**config.mk**
```make
export PLATFORM = sky130hd
export DESIGN_NAME = spi_master
export DESIGN_NICKNAME = d
export VERILOG_FILES = /design/src/rtl/spi_master.sv
export SDC_FILE = /design/constraint.sdc
export NUM_CORES = 1
export LEC_CHECK = 0
export CAP_MARGIN = 20
export CORE_MARGIN = 2
export CORE_UTILIZATION = 44
export DETAILED_ROUTE_END_ITERATION = 16
export PLACE_DENSITY = 0.73
export SLEW_MARGIN = 0
export SYNTH_ARGS = -nofsm -noshare
export SYNTH_HDL_FRONTEND = slang
export SYNTH_SLANG_ARGS = --single-unit
```
**constraint.sdc**
```tcl
create_clock -name clock -period 16.15 [get_ports clock]
set_input_delay 3.23 -clock clock [delete_from_list [all_inputs] [get_ports clock]]
set_output_delay 3.23 -clock clock [all_outputs]
set_load 0.1 [all_outputs]
```
**src/rtl/spi_master.sv**
```systemverilog
// SPI mode-0 master: one full-duplex transfer per start, programmable divider, length and selects.
// Optional build macro SPI_MASTER_LSB_FIRST_EN adds the lsb_first input (LSB-first shifting).
//
// state | meaning
// IDLE  | waiting for start; ss_n released, mosi parked high
// SETUP | selects asserted, first bit on mosi, sck low for one half-period
// SHIFT | sck toggling; sample miso on rising sck, advance mosi on falling sck
// HOLD  | sck low for one half-period before releasing selects and pulsing done
module spi_master #(
    parameter int DATA_W = 32,
    parameter int DIV_W  = 16,
    parameter int SS_W   = 8
) (
    input  logic                      clock,
    input  logic                      reset,
    input  logic                      start,
    input  logic [DATA_W-1:0]         tx_data,
    input  logic [$clog2(DATA_W):0]   char_len,
    input  logic [DIV_W-1:0]          div,
    input  logic [SS_W-1:0]           ss_sel,
    output logic                      busy,
    output logic                      done,
    output logic [DATA_W-1:0]         rx_data,
    output logic                      sck,
    output logic [SS_W-1:0]           ss_n,
    output logic                      mosi,
    input  logic                      miso
`ifdef SPI_MASTER_LSB_FIRST_EN
    ,
    input  logic                      lsb_first
`endif
);
    localparam int LEN_W = $clog2(DATA_W) + 1;
    localparam int IDX_W = $clog2(DATA_W);

    typedef enum logic [1:0] {IDLE, SETUP, SHIFT, HOLD} state_t;

    state_t              state_q, state_d;
    logic [DIV_W-1:0]    cnt_q, cnt_d;
    logic [DIV_W-1:0]    div_q, div_d;
    logic [LEN_W-1:0]    bits_q, bits_d;
    logic [IDX_W-1:0]    idx_q, idx_d;
    logic [DATA_W-1:0]   tx_q, tx_d;
    logic [DATA_W-1:0]   rx_sh_q, rx_sh_d;
    logic [DATA_W-1:0]   rx_data_q, rx_data_d;
    logic                sck_q, sck_d;
    logic                mosi_q, mosi_d;
    logic [SS_W-1:0]     ss_n_q, ss_n_d;
    logic                busy_q, busy_d;
    logic                done_q, done_d;

    logic [LEN_W-1:0]    len_in;
    logic [LEN_W-1:0]    len_m1;
    logic [IDX_W-1:0]    idx_first;
    logic [IDX_W-1:0]    idx_nx;
    logic                sample;
    logic                lsb_in;
    logic                lsb_mode;

`ifdef SPI_MASTER_LSB_FIRST_EN
    logic lsb_q, lsb_d;
    assign lsb_in   = lsb_first;
    assign lsb_mode = lsb_q;
`else
    assign lsb_in   = 1'b0;
    assign lsb_mode = 1'b0;
`endif

    always_comb begin
        state_d   = state_q;
        cnt_d     = cnt_q;
        div_d     = div_q;
        bits_d    = bits_q;
        idx_d     = idx_q;
        tx_d      = tx_q;
        rx_sh_d   = rx_sh_q;
        rx_data_d = rx_data_q;
        sck_d     = sck_q;
        mosi_d    = mosi_q;
        ss_n_d    = ss_n_q;
        busy_d    = busy_q;
        done_d    = 1'b0;
        sample    = 1'b0;
`ifdef SPI_MASTER_LSB_FIRST_EN
        lsb_d     = lsb_q;
`endif
        len_in    = (char_len == '0) ? LEN_W'(DATA_W) : char_len;
        len_m1    = len_in - LEN_W'(1);
        idx_first = lsb_in ? '0 : len_m1[IDX_W-1:0];
        idx_nx    = lsb_mode ? (idx_q + IDX_W'(1)) : (idx_q - IDX_W'(1));

        case (state_q)
            IDLE: begin
                // the done cycle itself never accepts, so back-to-back starts are spaced by one cycle
                if (start && !done_q) begin
                    state_d = SETUP;
                    cnt_d   = div;
                    div_d   = div;
                    bits_d  = len_in;
                    idx_d   = idx_first;
                    tx_d    = tx_data;
                    rx_sh_d = '0;
                    mosi_d  = tx_data[idx_first];
                    ss_n_d  = ~ss_sel;
                    busy_d  = 1'b1;
`ifdef SPI_MASTER_LSB_FIRST_EN
                    lsb_d   = lsb_first;
`endif
                end
            end
            SETUP: begin
                if (cnt_q == '0) begin
                    cnt_d   = div_q;
                    state_d = SHIFT;
                    sck_d   = 1'b1;
                    sample  = 1'b1;
                end else begin
                    cnt_d = cnt_q - DIV_W'(1);
                end
            end
            SHIFT: begin
                if (cnt_q == '0) begin
                    cnt_d = div_q;
                    if (sck_q) begin
                        sck_d  = 1'b0;
                        bits_d = bits_q - LEN_W'(1);
                        if (bits_q != LEN_W'(1)) begin
                            idx_d  = idx_nx;
                            mosi_d = tx_q[idx_nx];
                        end
                    end else if (bits_q == '0) begin
                        // last low half-period finished
                        state_d = HOLD;
                    end else begin
                        sck_d  = 1'b1;
                        sample = 1'b1;
                    end
                end else begin
                    cnt_d = cnt_q - DIV_W'(1);
                end
            end
            HOLD: begin
                if (cnt_q == '0) begin
                    state_d   = IDLE;
                    ss_n_d    = '1;
                    mosi_d    = 1'b1;
                    busy_d    = 1'b0;
                    done_d    = 1'b1;
                    rx_data_d = rx_sh_q;
                end else begin
                    cnt_d = cnt_q - DIV_W'(1);
                end
            end
            default: state_d = IDLE;
        endcase

        if (sample) begin
            if (lsb_mode) begin
                rx_sh_d[idx_q] = miso;
            end else begin
                rx_sh_d = {rx_sh_q[DATA_W-2:0], miso};
            end
        end
    end

    always_ff @(posedge clock or posedge reset) begin
        if (reset) begin
            state_q   <= IDLE;
            cnt_q     <= '0;
            div_q     <= '0;
            bits_q    <= '0;
            idx_q     <= '0;
            tx_q      <= '0;
            rx_sh_q   <= '0;
            rx_data_q <= '0;
            sck_q     <= 1'b0;
            mosi_q    <= 1'b1;
            ss_n_q    <= '1;
            busy_q    <= 1'b0;
            done_q    <= 1'b0;
`ifdef SPI_MASTER_LSB_FIRST_EN
            lsb_q     <= 1'b0;
`endif
        end else begin
            state_q   <= state_d;
            cnt_q     <= cnt_d;
            div_q     <= div_d;
            bits_q    <= bits_d;
            idx_q     <= idx_d;
            tx_q      <= tx_d;
            rx_sh_q   <= rx_sh_d;
            rx_data_q <= rx_data_d;
            sck_q     <= sck_d;
            mosi_q    <= mosi_d;
            ss_n_q    <= ss_n_d;
            busy_q    <= busy_d;
            done_q    <= done_d;
`ifdef SPI_MASTER_LSB_FIRST_EN
            lsb_q     <= lsb_d;
`endif
        end
    end

    assign busy    = busy_q;
    assign done    = done_q;
    assign rx_data = rx_data_q;
    assign sck     = sck_q;
    assign ss_n    = ss_n_q;
    assign mosi    = mosi_q;

endmodule

```
==> flow_metrics.env, run 1 <==
export IMPL_ys_flop_type="dfrtp_1"
export IMPL_grt_ovfl_total=0
export IMPL_netlist_top_cell_by_area="dfrtp_1"
export IMPL_grt_max_degree=90
export IMPL_status="finished, final reports clean"
export IMPL_antenna_cells=0
export IMPL_seq_area_frac_synth=0.511
export IMPL_final_area_sq_um=9410
export IMPL_slew_headroom=0.312
export IMPL_leakagePower_nw=4.02
export IMPL_final_common_cell="dfrtp_1"
export IMPL_final_max_slew_violation_count=0
export IMPL_hpwlAfterDp_microns=11400
export IMPL_start_kind="input pin"
export IMPL_track_usage=0.198
export IMPL_worst_path_max_fanout=13
export IMPL_post_cts_buffers=0
export IMPL_async_flop_share=1.00
export IMPL_drtPass1Iterations=7
export IMPL_vdd_ir_drop_max_mv=0.0705
export IMPL_tightestPinTransition_ns=1.03
export IMPL_ys_types=61
export IMPL_cts_hold_buffers_added=0
export IMPL_drive_gt1_frac=0.188
export IMPL_synth_top_cell_area_share=0.479
export IMPL_synth_nets=782
export IMPL_synth_cells=706
export IMPL_drt_iter0_drc=394
export IMPL_setup_violations=0
export IMPL_setup_tns_ns=0
export IMPL_ys_top_cells_by_area="dfrtp_1 (48%), mux2_2 (13%), nand2_1 (5.2%)"
export IMPL_dpl_cell_area_sq_um=8720
export IMPL_wl_microns=17600
export IMPL_layout_common_cells="dfrtp_1 (144), clkdlybuf4s50_1 (109), nand2_1 (105)"
export IMPL_cap_violations=0
export IMPL_initial_utilization=0.452
export IMPL_rsz0062_at_grt="no"
export IMPL_syn_area_per_cell_sq_um=10.6
export IMPL_p_per_area_nw_per_um2=116
export IMPL_num_rows=47
export IMPL_cts_buffers=17
export IMPL_arrival_ns=6.14
export IMPL_clock_latency_ns=0.42
export IMPL_cts_tree="yes"
export IMPL_cts_root_buf="clkbuf_16"
export IMPL_routedWlPerCell_microns=17.1
export IMPL_dp_cells=995
export IMPL_drc_errors=0
export IMPL_boundaryPins=110
export IMPL_hold_class="flop to flop"
export IMPL_grt_pass1_wl_microns=28700
export IMPL_nets=871
export IMPL_path_class="input pin to flop"
export IMPL_chipWidth_microns=135
export IMPL_antenna_found_initial=0
export IMPL_dieHeight_microns=135
export IMPL_crit_required_ns=16.48
export IMPL_placeableCoreArea_sq_um=16600
export IMPL_routabilityCongestion=0.881
export IMPL_vias=5672
export IMPL_syn_area_sq_um=7520
export IMPL_grt_pass1_vias=5626
export IMPL_port_buffers=109
export IMPL_cts_buffer_depth=2
export IMPL_cts_clk_slew_worst_paths_ns=0.06
export IMPL_die_area_sq_um=18100
export IMPL_synth_edf_count=0
export IMPL_cts_htree_levels=4
export IMPL_clock_fmax_mhz=172
export IMPL_synth_seq_cells=153
export IMPL_syn_to_final_growth_pct=25.2
export IMPL_skew_ns=0.00556
export IMPL_finalHoldViolations=0
export IMPL_cts_resized=0
export IMPL_antenna_left=0
export IMPL_cts_sinks=153
export IMPL_final_cells=1028
export IMPL_yosysWarnings=0
export IMPL_viasPerCell=5.52
export IMPL_fin_crit_ns=5.81
export IMPL_final_period_utilization=0.360
export IMPL_end_kind="flop"
## Yosys cell counts (all sizes together), types with 9 or more instances
cell    count
inv        19
o21ai      54
mux4        9
dfrtp     144
xnor2      13
ha         10
nand3      37
mux2       89
nor2       30
nand2     106
clkbuf     26
a21oi      43
dfstp       9
nor3       13
buf        16
## flip-flops by register name, summed over array words and instances, names as in the netlist
| name | cells |
|---|---|
| bits_q | 6 |
| busy | 1 |
| cnt_q | 16 |
| div_q | 16 |
| done | 1 |
| idx_q | 5 |
| mosi | 1 |
| rx_data | 32 |
| rx_sh_q | 32 |
| sck | 1 |
| ss_n | 8 |
| state_q | 2 |
| tx_q | 32 |
## stage by stage
step | hold slack (ns) | worst slack [ns] | util | total power [mW]
after detailed placement | 0.487 | 9.95 | 0.524 | 0.645
after global placement | 0.480 | 10.03 | 0.524 | 0.641
after CTS | 0.501 | 10.38 | 0.564 | 1.10
after floorplan | 0.456 | 8.81 | - | 0.587
final | 0.490 | 10.34 | 0.565 | 1.10
after global routing | 0.517 | 10.13 | 0.565 | 1.14
## cell type report
cell class              instances  area [sq um]
inverters                      19          76.3
flip-flops and latches        153          3840
multi-input cells             492          3420
repair buffers                112          1130
fillers                      1387          7230
clock buffers                  21           450
clock inverters                11           216
well taps                     220           275
## per-layer routing
metal / routed length (microns) / GRT usage / part of all wire / up-vias
met5: 0 / 0 / 0 / -
met4: 186 / 0.0561 / 0.011 / 0
met3: 932 / 0.0529 / 0.053 / 15
met2: 8390 / 0.319 / 0.48 / 135
met1: 8060 / 0.265 / 0.46 / 2848
li1: - / - / - / 2674
## worst paths after layout
path | to | cells past startpoint | slack (ns) | from
min in group asynchronous | rx_sh_q[9]$_DFFE_PP0P_ | 2 | 3.36 | reset
max in group asynchronous | tx_q[7]$_DFFE_PP0P_ | 3 | 11.47 | reset
hold reg to reg | rx_sh_q[31]$_DFFE_PP0P_ | 2 | 0.49 | rx_sh_q[31]$_DFFE_PP0P_
setup reg to reg | cnt_q[7]$_DFFE_PP0P_ | 5 | 12.69 | cnt_q[2]$_DFFE_PP0P_
setup / recovery | mosi$_DFFE_PP1P_ | 10 | 10.34 | char_len[0]
hold / removal | rx_sh_q[31]$_DFFE_PP0P_ | 2 | 0.49 | rx_sh_q[31]$_DFFE_PP0P_
## power by group
part,leakage [nW],internal [mW],switching (mW),total (mW)
registers,1.83,0.416,0.0340,0.450
logic,1.87,0.0897,0.102,0.192
clock network,0.326,0.295,0.158,0.453
## critical path, stage by stage
cell and delay [ns]:
clkdlybuf4s50_1 0.57, inv_1 0.22, ha_1 0.27, or4b_4 0.51, o21a_1 0.37, mux2_1 0.38
o31ai_1 0.19, nor3_1 0.08, nor3b_1 0.20, o211ai_1 0.10
## kinds of logic after synthesis
family                   Yosys count  synth area share
AND/OR/NAND/NOR                  222             0.138
flip-flops                       153             0.511
XOR/XNOR                          19            0.0221
AO/OA/AOI/OAI                    139             0.112
buffers and inverters             61            0.0349
multiplexers                     102             0.166
adder cells (fa/ha/maj)           10            0.0166
Note: power is estimated with default switching activity, not from simulation.
==> run 2: changes to the inputs <==
--- a/config.mk
+++ b/config.mk
@@ -9,7 +9,7 @@
 export CORE_MARGIN = 2
 export CORE_UTILIZATION = 44
 export DETAILED_ROUTE_END_ITERATION = 16
-export PLACE_DENSITY = 0.73
+export PLACE_DENSITY = 0.75
 export SLEW_MARGIN = 0
 export SYNTH_ARGS = -nofsm -noshare
 export SYNTH_HDL_FRONTEND = slang
==> constraint.sdc (replaced) <==
create_clock -name clock -period 4.9 [get_ports clock]
set_input_delay 0.98 -clock clock [delete_from_list [all_inputs] [get_ports clock]]
set_output_delay 0.98 -clock clock [all_outputs]
set_load 0.1 [all_outputs]
==> flow_metrics.env, run 2 (synthesis gave the netlist of run 1 again) <==
export IMPL_status="finished, final reports clean"
export IMPL_antenna_left=0
export IMPL_final_common_cell="dfrtp_1"
export IMPL_pre_cts_ws_ns=0.964
export IMPL_p_per_area_nw_per_um2=371
export IMPL_setup_tns_ns=0
export IMPL_placeableCoreArea_sq_um=16600
export IMPL_drt_iter0_drc=331
export IMPL_post_route_util=0.562
export IMPL_grt_pass1_wl_microns=28100
export IMPL_slew_headroom=0.277
export IMPL_cts_buffers=17
export IMPL_worst_path_max_fanout=13
export IMPL_clock_latency_ns=0.43
export IMPL_clock_fmax_mhz=282
export IMPL_viasPerCell=5.44
export IMPL_grt_pass1_vias=5485
export IMPL_wl_microns=17100
export IMPL_final_cells=1030
export IMPL_boundaryPins=110
export IMPL_antenna_found_initial=0
export IMPL_power_internal_mw=2.49
export IMPL_cts_hold_buffers_added=0
export IMPL_antenna_cells=0
export IMPL_vdd_ir_drop_max_mv=0.274
export IMPL_cts_clk_slew_worst_paths_ns=0.06
export IMPL_clockPowerShare=0.393
export IMPL_regToRegSetupSlack_ns=1.87
export IMPL_cts_resized=0
export IMPL_num_rows=47
export IMPL_rsz0062_at_grt="no"
export IMPL_track_usage=0.195
export IMPL_p_comb_frac=0.180
export IMPL_hpwlAfterDp_microns=11200
export IMPL_path_class="input pin to flop"
export IMPL_dp_cells=998
export IMPL_port_buffers=109
export IMPL_setup_violations=0
export IMPL_fillers=1422
export IMPL_dieHeight_microns=135
export IMPL_die_area_sq_um=18100
export IMPL_layout_common_cells="dfrtp_1 (144), clkdlybuf4s50_1 (109), nand2_1 (105)"
export IMPL_syn_to_final_growth_pct=24.5
export IMPL_cts_buffer_depth=2
export IMPL_chipWidth_microns=135
export IMPL_switchingPower_mw=0.985
export IMPL_cts_tree="yes"
export IMPL_tightestPinTransition_ns=1.08
export IMPL_nets=873
export IMPL_grt_ovfl_total=0
export IMPL_skew_ns=0.00797
export IMPL_grt_max_degree=154
export IMPL_routedWlPerCell_microns=16.6
export IMPL_fin_ws_ns=1.35
export IMPL_initial_utilization=0.452
export IMPL_post_cts_buffers=0
export IMPL_vias=5604
export IMPL_drive_gt1_frac=0.194
export IMPL_start_kind="input pin"
export IMPL_switching_share=0.284
export IMPL_drc_errors=0
export IMPL_final_max_slew_violation_count=0
export IMPL_arrival_ns=3.90
export IMPL_cts_htree_levels=4
export IMPL_finalHoldViolations=0
export IMPL_end_kind="flop"
export IMPL_seqPwrFrac=0.427
export IMPL_hold_class="flop to flop"
export IMPL_leakagePower_nw=3.99
export IMPL_fin_crit_ns=3.55
export IMPL_drtPass1Iterations=5
export IMPL_cts_sinks=153
export IMPL_routabilityCongestion=0.854
export IMPL_crit_required_ns=5.25
export IMPL_final_period_utilization=0.724
export IMPL_cap_violations=0
export IMPL_cts_root_buf="clkbuf_16"
## run 2: power groups by stage
stage	sequential, mW	combinational (mW)	clock [mW]
after detailed placement	1.50	0.621	0
after CTS	1.48	0.627	1.39
after global routing	1.50	0.694	1.44
after global placement	1.50	0.612	0
final	1.48	0.624	1.37
after floorplan	1.53	0.403	0
## run 2: metal layers
metal / track usage / up-vias / part of all wire
met2: 0.303 / 131 / 0.47
li1: - / 2682 / -
met4: 0.0696 / 0 / 0.016
met3: 0.0503 / 22 / 0.056
met1: 0.266 / 2769 / 0.45
met5: 0 / - / 0
## run 2: stage by stage
step / instance area, sq um / power (mW) / hold slack (ns)
after floorplan: 7520 / 1.94 / 0.456
after global placement: 8750 / 2.11 / 0.479
after detailed placement: 8750 / 2.13 / 0.479
after CTS: 9360 / 3.50 / 0.493
after global routing: 9360 / 3.64 / 0.514
final: 9360 / 3.47 / 0.489
## run 2: cell type report
cell class | count | area [sq um] | share of cell area
Clock inverter | 14 | 170 | 0.0182
Timing Repair Buffer | 114 | 1140 | 0.122
Tap cell | 220 | 275 | 0.0294
Clock buffer | 18 | 439 | 0.0469
Multi-Input combinational cell | 492 | 3420 | 0.365
Sequential cell | 153 | 3840 | 0.410
Inverter | 19 | 75.1 | 0.00802
## run 2: critical path, stage by stage
cell             delay (ns)
clkdlybuf4s50_1        0.57
inv_1                  0.21
ha_1                   0.28
or4b_4                 0.51
o21a_1                 0.37
mux2_1                 0.38
o31ai_1                0.20
nor3_1                 0.09
nor3b_1                0.20
o211ai_1               0.10
## run 2: final timing paths
path / startpoint / to / depth (start not counted)
worst min register to register: rx_sh_q[31]$_DFFE_PP0P_ / rx_sh_q[31]$_DFFE_PP0P_ / 2
worst min-delay path: rx_sh_q[31]$_DFFE_PP0P_ / rx_sh_q[31]$_DFFE_PP0P_ / 2
worst max-delay path: char_len[0] / mosi$_DFFE_PP1P_ / 10
max in group asynchronous: reset / tx_q[8]$_DFFE_PP0P_ / 3
worst max register to register: idx_q[0]$_DFFE_PP0P_ / mosi$_DFFE_PP1P_ / 9
min in group asynchronous: reset / rx_data[0]$_DFFE_PP0P_ / 3
==> run 3: changes to the inputs <==
==> constraint.sdc (replaced) <==
create_clock -name clock -period 3.2 [get_ports clock]
set_input_delay 0.64 -clock clock [delete_from_list [all_inputs] [get_ports clock]]
set_output_delay 0.64 -clock clock [all_outputs]
set_load 0.1 [all_outputs]
==> flow_metrics.env, run 3 (synthesis gave the netlist of run 1 again) <==
export IMPL_grt_ovfl_total=0
export IMPL_worst_path_max_fanout=9
export IMPL_final_common_cell="dfrtp_1"
export IMPL_multi_input_area_sq_um=3420
export IMPL_rsz0062_at_grt="no"
export IMPL_cts_resized=0
export IMPL_initial_utilization=0.452
export IMPL_finalHoldViolations=0
export IMPL_boundaryPins=110
export IMPL_placeableCoreArea_sq_um=16600
export IMPL_path_cells="or4_1 > and4bb_1 > inv_2 > a21oi_2 > buf_4 > a21oi_1 > a211oi_1 > o31ai_1"
export IMPL_cap_violations=0
export IMPL_final_area_sq_um=9520
export IMPL_drc_errors=0
export IMPL_num_rows=47
export IMPL_post_route_util=0.572
export IMPL_setup_violations=0
export IMPL_chipWidth_microns=135
export IMPL_status="finished, final reports clean"
export IMPL_die_area_sq_um=18100
export IMPL_antenna_found_initial=0
export IMPL_dpl_cell_area_sq_um=8850
export IMPL_cts_buffer_depth=2
export IMPL_routedWlPerCell_microns=16.9
export IMPL_vdd_ir_drop_max_mv=0.369
export IMPL_cts_root_buf="clkbuf_16"
export IMPL_nets=898
export IMPL_setup_tns_ns=0
export IMPL_cpPeakStageDelay_ns=0.58
export IMPL_cts_clk_slew_worst_paths_ns=0.06
export IMPL_viasPerCell=5.48
export IMPL_pre_cts_ws_ns=0.120
export IMPL_cts_sinks=153
export IMPL_fin_crit_ns=2.76
export IMPL_drtPass1Iterations=5
export IMPL_hold_class="flop to flop"
export IMPL_layout_common_cells="dfrtp_1 (144), nand2_1 (105), mux2_2 (88)"
export IMPL_port_buffers=109
export IMPL_gr_usage_met2=0.325
export IMPL_path_class="flop to flop"
export IMPL_routabilityCongestion=0.877
export IMPL_final_period_utilization=0.861
export IMPL_syn_to_final_growth_pct=26.6
export IMPL_drt_iter0_drc=303
export IMPL_wl_microns=17800
export IMPL_cts_tree="yes"
export IMPL_track_usage=0.205
export IMPL_crit_required_ns=3.49
export IMPL_grt_pass1_vias=5823
export IMPL_slew_headroom=0.417
export IMPL_use_met1=0.275
export IMPL_cts_htree_levels=4
export IMPL_clock_fmax_mhz=363
export IMPL_cp_slowest_cell="or4_1"
export IMPL_tightestPinTransition_ns=0.872
export IMPL_dieHeight_microns=135
export IMPL_clock_latency_ns=0.42
export IMPL_p_per_area_nw_per_um2=583
export IMPL_antenna_cells=0
export IMPL_grt_busiest_layer="met2"
export IMPL_fillers=1419
export IMPL_drive_gt1_frac=0.268
export IMPL_hpwlAfterDp_microns=12200
export IMPL_antenna_left=0
export IMPL_grt_pass1_wl_microns=29600
export IMPL_grt_use_met3=0.0450
export IMPL_post_cts_buffers=0
export IMPL_final_max_slew_violation_count=0
export IMPL_seq_area_sq_um=3840
export IMPL_cts_hold_buffers_added=0
export IMPL_vias=5782
export IMPL_arrival_ns=3.04
export IMPL_skew_ns=0.0104
export IMPL_start_kind="flop"
export IMPL_end_kind="flop"
export IMPL_fin_ws_ns=0.445
export IMPL_cts_buffers=17
export IMPL_report_power_total_mw=5.55
export IMPL_grt_max_degree=55
export IMPL_leakagePower_nw=4.22
==> run 3: cell count changes in the layout (fill, tap and decap cells not counted), moves of 2 or more <==
cell             change
buf_12               +2
buf_4               +67
bufinv_16            +3
clkbuf_1             +2
clkdlybuf4s50_1     -44
inv_6                -3
==> run 3: layout make-up <==
class,instances,area share
Clock buffer,20,0.0469
Timing Repair Buffer,139,0.131
Inverter,19,0.00789
Tap cell,220,0.0289
Multi-Input combinational cell,492,0.359
Clock inverter,12,0.0231
Sequential cell,153,0.403
==> run 3: path summary, 6_finish.rpt <==
kind,start,to,slack [ns],cells after the start
max,cnt_q[10]$_DFFE_PP0P_,cnt_q[3]$_DFFE_PP0P_,0.44,8
max in group asynchronous,reset,mosi$_DFFE_PP1P_,1.73,3
min in group asynchronous,reset,rx_data[13]$_DFFE_PP0P_,0.74,2
min reg2reg,rx_sh_q[31]$_DFFE_PP0P_,rx_sh_q[31]$_DFFE_PP0P_,0.49,2
min,rx_sh_q[31]$_DFFE_PP0P_,rx_sh_q[31]$_DFFE_PP0P_,0.49,2
max reg2reg,cnt_q[10]$_DFFE_PP0P_,cnt_q[3]$_DFFE_PP0P_,0.44,8
==> run 3: metal layers <==
layer  up-vias  wire [microns]
li1       2736               -
met4         0             332
met3        24             970
met1      2866            7960
met2       156            8530
met5         -               0
==> run 3: where the power goes <==
group          internal, mW  switching [mW]  leakage (nW)  total, mW
registers              2.10           0.159          1.83       2.26
logic                 0.474           0.542          2.07       1.02
clock network          1.48           0.789         0.324       2.27
==> run 3: stage by stage <==
step / hold slack [ns] / cells
after detailed placement: 0.484 / 1023
after floorplan: 0.456 / 706
after global placement: 0.476 / 1023
after global routing: 0.513 / 1055
after CTS: 0.499 / 1055
final: 0.493 / 1055
==> run 3: worst max-delay path: cells and delay by family (launching register included) <==
| family | cells | cell delay (ns) |
|---|---|---|
| AO/OA/AOI/OAI | 4 | 0.79 |
| buffers and inverters | 2 | 0.32 |
| flip-flops | 1 | 0.42 |
| AND/OR/NAND/NOR | 2 | 1.10 |
